### config.mk
export PLATFORM = sky130hd
export DESIGN_NAME = turn_sequencer
export DESIGN_NICKNAME = d
export VERILOG_FILES = /design/src/rtl/turn_sequencer.sv
export SDC_FILE = /design/constraint.sdc
export NUM_CORES = 1
export LEC_CHECK = 0
export ABC_AREA = 1
export BUFFER_PORTS_ARGS = -buffer_cell sky130_fd_sc_hd__buf_2
export CAP_MARGIN = 20
export CORE_MARGIN = 4
export CORE_UTILIZATION = 30
export DETAILED_ROUTE_END_ITERATION = 16
export GPL_TIMING_DRIVEN = 1
export PLACE_DENSITY_LB_ADDON = 0.12
export SYNTH_ARGS = -nofsm -noshare
export SYNTH_HDL_FRONTEND = slang
export SYNTH_SLANG_ARGS = --single-unit
### constraint.sdc
create_clock -name clk -period 3.7 [get_ports clk]
set_input_delay 0 -clock clk [delete_from_list [all_inputs] [get_ports clk]]
set_output_delay 0 -clock clk [all_outputs]
set_load 0.005 [all_outputs]
### src/rtl/turn_sequencer.sv
// One player turn of the 4x4 card-matching game: cursor moves, two picks,
// settle/compare/reveal timing against the score counter, then selection clear.
module turn_sequencer #(
  parameter int REVEAL_CYCLES = 50000000,
  parameter int SETTLE_CYCLES = 2
) (
  input  logic        clk,
  input  logic        reset,
  input  logic        NewKB,
  input  logic [7:0]  KB_DAT,
  input  logic [15:0] flip,
  input  logic        gameend,
  output logic [3:0]  cursor,
  output logic [3:0]  data1,
  output logic [3:0]  data2,
  output logic        cmp_go,
  output logic        datareset,
  output logic [15:0] face_up,
  output logic        sel_err,
  output logic        busy
);
  localparam int CNT_MAX = (REVEAL_CYCLES > SETTLE_CYCLES) ? REVEAL_CYCLES : SETTLE_CYCLES;
  localparam int CW      = $clog2(CNT_MAX + 1);
  localparam logic [CW-1:0] SETTLE_END = CW'(SETTLE_CYCLES);
  localparam logic [CW-1:0] REVEAL_END = CW'(REVEAL_CYCLES - 1);

  localparam logic [7:0] K_BRK   = 8'hF0;
  localparam logic [7:0] K_EXT   = 8'hE0;
  localparam logic [7:0] K_UP    = 8'h75;
  localparam logic [7:0] K_DOWN  = 8'h72;
  localparam logic [7:0] K_LEFT  = 8'h6B;
  localparam logic [7:0] K_RIGHT = 8'h74;
  localparam logic [7:0] K_SPACE = 8'h29;
  localparam logic [7:0] K_ENTER = 8'h5A;

  typedef enum logic [2:0] {
    S_PICK1, S_PICK2, S_READY, S_SETTLE, S_REVEAL, S_CLEAR, S_DONE
  } state_t;

  state_t        state, state_d;
  logic [3:0]    cursor_d, data1_d, data2_d;
  logic [CW-1:0] cnt, cnt_d;
  logic          brk, brk_d;
  logic          cmp_go_d, sel_err_d;
  logic          key, picking, cur_flipped;
  logic          show1, show2;

  // A byte after F0 is the release code of a key and never acts
  assign key         = NewKB && !brk && (KB_DAT != K_BRK) && (KB_DAT != K_EXT);
  assign picking     = (state == S_PICK1) || (state == S_PICK2);
  assign cur_flipped = flip[{cursor[1:0], cursor[3:2]}];

  always_comb begin
    state_d   = state;
    cursor_d  = cursor;
    data1_d   = data1;
    data2_d   = data2;
    cnt_d     = cnt;
    brk_d     = brk;
    cmp_go_d  = 1'b0;
    sel_err_d = 1'b0;

    if (NewKB) begin
      if (brk)                  brk_d = 1'b0;
      else if (KB_DAT == K_BRK) brk_d = 1'b1;
    end

    if (picking && key && !gameend) begin
      case (KB_DAT)
        K_UP:    cursor_d[1:0] = cursor[1:0] - 2'd1;
        K_DOWN:  cursor_d[1:0] = cursor[1:0] + 2'd1;
        K_LEFT:  cursor_d[3:2] = cursor[3:2] - 2'd1;
        K_RIGHT: cursor_d[3:2] = cursor[3:2] + 2'd1;
        default: ;
      endcase
    end

    case (state)
      S_PICK1: begin
        if (gameend) state_d = S_DONE;
        else if (key && KB_DAT == K_SPACE) begin
          if (cur_flipped) sel_err_d = 1'b1;
          else begin
            data1_d = cursor;
            state_d = S_PICK2;
          end
        end
      end
      S_PICK2: begin
        if (gameend) state_d = S_DONE;
        else if (key && KB_DAT == K_SPACE) begin
          if (cur_flipped || cursor == data1) sel_err_d = 1'b1;
          else begin
            data2_d = cursor;
            state_d = S_READY;
          end
        end
      end
      S_READY: begin
        if (gameend) state_d = S_DONE;
        else if (key && KB_DAT == K_ENTER) begin
          cnt_d   = '0;
          state_d = S_SETTLE;
        end
      end
      S_SETTLE: begin
        if (cnt == SETTLE_END) begin
          cnt_d    = '0;
          cmp_go_d = 1'b1;
          state_d  = S_REVEAL;
        end else cnt_d = cnt + CW'(1);
      end
      S_REVEAL: begin
        if (cnt == REVEAL_END) begin
          cnt_d   = '0;
          state_d = S_CLEAR;
        end else cnt_d = cnt + CW'(1);
      end
      S_CLEAR: state_d = gameend ? S_DONE : S_PICK1;
      S_DONE:  state_d = S_DONE;
      default: state_d = S_PICK1;
    endcase
  end

  always_ff @(posedge clk or negedge reset) begin
    if (!reset) begin
      state   <= S_PICK1;
      cursor  <= '0;
      data1   <= '0;
      data2   <= '0;
      cnt     <= '0;
      brk     <= 1'b0;
      cmp_go  <= 1'b0;
      sel_err <= 1'b0;
    end else begin
      state   <= state_d;
      cursor  <= cursor_d;
      data1   <= data1_d;
      data2   <= data2_d;
      cnt     <= cnt_d;
      brk     <= brk_d;
      cmp_go  <= cmp_go_d;
      sel_err <= sel_err_d;
    end
  end

  assign datareset = (state == S_CLEAR);
  assign busy      = (state == S_SETTLE) || (state == S_REVEAL) || (state == S_CLEAR);
  assign show1     = (state != S_PICK1) && (state != S_DONE);
  assign show2     = show1 && (state != S_PICK2);

  // Picks are stored as {col,row}; card bit index is {row,col}
  for (genvar i = 0; i < 16; i++) begin : g_card
    assign face_up[i] = flip[i]
                      | (show1 && ({data1[1:0], data1[3:2]} == 4'(i)))
                      | (show2 && ({data2[1:0], data2[3:2]} == 4'(i)));
  end
endmodule

==> parameters.txt <==
Parameter                              Value

Place
  # port buffers ... 59
  Post-detailed-placement half-perimeter wirelength ... 8660 um
  Dpl cell area ... 4020 um2
  Cell total after placement ... 745
  Setup WS pre-CTS ... 1370 ps
  Final weighted congestion in routability-driven placement ... 0.938

Clock tree
  Cts bufs inserted ... 5
  H-tree levels ... 2
  TritonCTS clock tree ... built
  Clock latency on the worst-skew pair ... 300 ps
  Library cell used as clock root buffer ... clkbuf_16
  Maximum number of buffers from clock root to sink ... 2
  Resized Gates After CTS ... 0
  Clock-pin slew of the registers on the worst-case setup and hold paths ... 70 ps
  Sinks on Clock Net ... 44

Timing
  Tightest Pin Transition ... 662 ps
  Final-report hold violation count ... 0
  Peak clock frequency supported by timing ... 433 MHz
  Final max-slew violation count ... 0
  Final period utilization ... 0.624
  Relative slew margins ... 0.557
  Setup repair after global routing missed its margin ... no
  Time the worst path needs with I/O delays and setup ... 2310 ps
  Clock Skew ... 12.2 ps
  Final-report setup violation count ... 0
  Final worst-path setup slack ... 1390 ps
  Final sum of negative setup slack ... 0 ps

Floorplanning
  Height of the die ... 118 um
  Site Rows ... 39
  Chip width ... 118 um
  Die Area ... 13900 um2
  Starting utilization of the core area ... 0.312
  Top Ports ... 60
  Floorplan core area ... 11600 um2

Hold path
  Instance count along the most critical hold path ... 4
  Hold path start ... KB_DAT[2]
  Min-delay worst type ... in2reg
  Hold Path Sink ... brk$_DFFE_PN0P_

Global route
  Met2 global-route usage ... 0.253
  Wire length of the first global-routing pass ... 18800 um
  Final global-route overflow total ... 0
  Met1 Track Usage GR ... 0.233
  Number of antenna violations at the first check in global routing ... 0
  Met3 layer usage reported by global route ... 0.0264
  Vias in the first global route ... 3691
  Most heavily used metal layer in global routing ... met2
  Total GRT Usage ... 0.162
  Largest net degree at the start of global routing ... 45

Cells and area
  Antenna cell count ... 0
  Commonest cells after routing, fill and taps aside ... 135 x nand2_1, 70 x inv_1, 66 x nor2_1
  Layout cells sized above 1 ... 0.165
  Non-Filler Instances ... 756
  Cell area after layout ... between 4000 and 5000 um2
  Syn-to-layout area delta ... 16.1%
  Leading cell type in the layout, fill and taps excluded ... nand2_1
  Final-stage net count ... 642

Worst setup path
  Crit path max fanout ... 21
  Worst Path Required ... between 3000 and 4000 ps
  Depth of the worst register-to-register path ... 7
  CP Capture Type ... flop
  Crit Path Category ... reg2reg
  End of the worst register-to-register path ... cnt[0]$_DFFE_PN0P_
  Kind of launch point of the worst setup path ... flop
  Critical R2R Launch ... state[0]$_DFFE_PN0P_
  CP arrival ... 2500 ps
  Worst R2R Setup Slack ... 1390 ps

Logic synthesis
  Synthesized instance count ... 556
  Mean post-synth cell area ... 6.52 um2
  Count of yosys warnings during synthesis ... 0
  Post-synthesis register bit count ... between 40 and 50
  Summed instance area of the synthesized netlist ... 3620 um2
  Register area share after synthesis ... 0.304
  Number of distinct library cell variants in the gate-level netlist after synthesis ... 43
  Net Count, Synth ... 586

Route
  1st-iter DRT viols ... 230
  DRT Pass-1 Iters ... 5
  DRC violations left ... 0
  Avg Vias per Cell ... between 5 and 6
  Routed Wire Length ... 11200 um
  Via count of the routed design ... 3860
  Average wire per cell in the routed design ... 14.8 um
  Post-route ant nets ... 0

Power and ir drop
  Internal power consumption ... 1.21 mW
  Register share of total power ... 0.340
  Proportion of power drawn by the clock network ... 0.197
  Gate power share ... 0.463
  Sw Ratio ... 0.473
  Leakage power ... 1.94 nW
  Switching power summed over all nets ... between 1 and 1.5 mW
  PD cells ... approximately 540 nW/um2
  Highest ir drop seen on vdd ... ~0.31 mV

Job
  Number of max-cap violations ... 0

Run status
  Run status ... complete, no violations
per-layer routing:
| metal | share of wire | up-vias |
|---|---|---|
| li1 | - | 1939 |
| met1 | 0.49 | 1821 |
| met2 | 0.45 | 92 |
| met3 | 0.052 | 8 |
| met4 | 0.011 | 0 |
| met5 | 0 | - |
cell families (layout without fill, tap and decap cells):
logic type	after synthesis	after routing	share of synthesized area
AO/OA/AOI/OAI	67	67	0.124
flip-flops	44	44	0.304
adder cells (fa/ha/maj)	2	2	0.00690
multiplexers	1	1	0.00311
AND/OR/NAND/NOR	325	325	0.404
XOR/XNOR	21	21	0.0508
buffers and inverters	96	153	0.108
synthesized netlist by cell type (all sizes together):
master | n | area share
clkbuf | 4 | 0.0041
or2 | 3 | 0.0052
a21oi | 13 | 0.018
or3 | 1 | 0.0017
ha | 2 | 0.0069
xnor2 | 4 | 0.0097
o211ai | 11 | 0.024
a31oi | 1 | 0.0017
nand4 | 16 | 0.028
and2 | 1 | 0.0024
nor2 | 74 | 0.085
nand3 | 64 | 0.091
o2bb2ai | 1 | 0.0024
nor4 | 4 | 0.0069
buf | 10 | 0.019
o21bai | 1 | 0.0021
nand2 | 137 | 0.14
o221ai | 12 | 0.029
nand3b | 3 | 0.0062
clkinv | 2 | 0.0021
xor2 | 17 | 0.041
nor3b | 1 | 0.0021
nor3 | 20 | 0.030
dfrtp | 44 | 0.30
o21a | 1 | 0.0021
a31o | 1 | 0.0024
o21ai | 26 | 0.042
inv | 80 | 0.083
and3 | 1 | 0.0017
mux2 | 1 | 0.0031
worst max-delay path: stages, from the launching register on:
cell and delay, ps:
dfrtp_1 430, inv_2 120, nand2_1 130, nor2_4 420, nor2_1 170, nand2_2 380, inv_2 240, mux2_2 310
what timing repair did:
| item | in CTS | in global routing |
|---|---|---|
| buffers inserted | 0 | 0 |
| endpoints found under the hold margin | 45 | 0 |
| hold buffers | 2 | 0 |
per-stage QoR:
step                total power, mW   util  hold slack, ps
finish                         2.29  0.362             105
global route                   2.50  0.362             143
CTS                            2.30  0.360             109
detailed placement             1.84  0.346             270
global placement               1.83  0.346             265
floorplan                      1.55      -            -296
power by group through the flow:
stage / Sequential (mW) / Clock [mW] / Combinational (mW)
floorplan: 0.709 / 0 / 0.842
global placement: 0.782 / 0 / 1.05
detailed placement: 0.781 / 0 / 1.06
CTS: 0.776 / 0.468 / 1.06
global route: 0.803 / 0.487 / 1.21
finish: 0.779 / 0.452 / 1.06
registers in the layout (all words and copies together), names as in the netlist:
name / flops
sel_err: 1
cmp_go: 1
cursor: 4
data2: 4
data1: 4
cnt: 26
brk: 1
state: 3
final cells by class:
class                           count  area, um2
Timing Repair Buffer               63        343
Fill cell                        1306       7410
Tap cell                          143        179
Inverter                           82        308
Clock buffer                        5        125
Multi-Input combinational cell    416       2130
Sequential cell                    44       1100
Clock inverter                      3       18.8
worst max path at each step:
stage | startpoint | endpoint | slack (ps) | cells after the start
floorplan | cnt[1]$_DFFE_PN0P_ | cnt[16]$_DFFE_PN0P_ | 2070 | 9
global placement | state[0]$_DFFE_PN0P_ | cnt[0]$_DFFE_PN0P_ | 1440 | 7
detailed placement | state[0]$_DFFE_PN0P_ | cnt[0]$_DFFE_PN0P_ | 1370 | 7
CTS | state[0]$_DFFE_PN0P_ | cnt[0]$_DFFE_PN0P_ | 1360 | 7
global route | state[0]$_DFFE_PN0P_ | cnt[0]$_DFFE_PN0P_ | 1110 | 7
finish | state[0]$_DFFE_PN0P_ | cnt[0]$_DFFE_PN0P_ | 1390 | 7
Note: power is estimated with default switching activity, not from simulation.
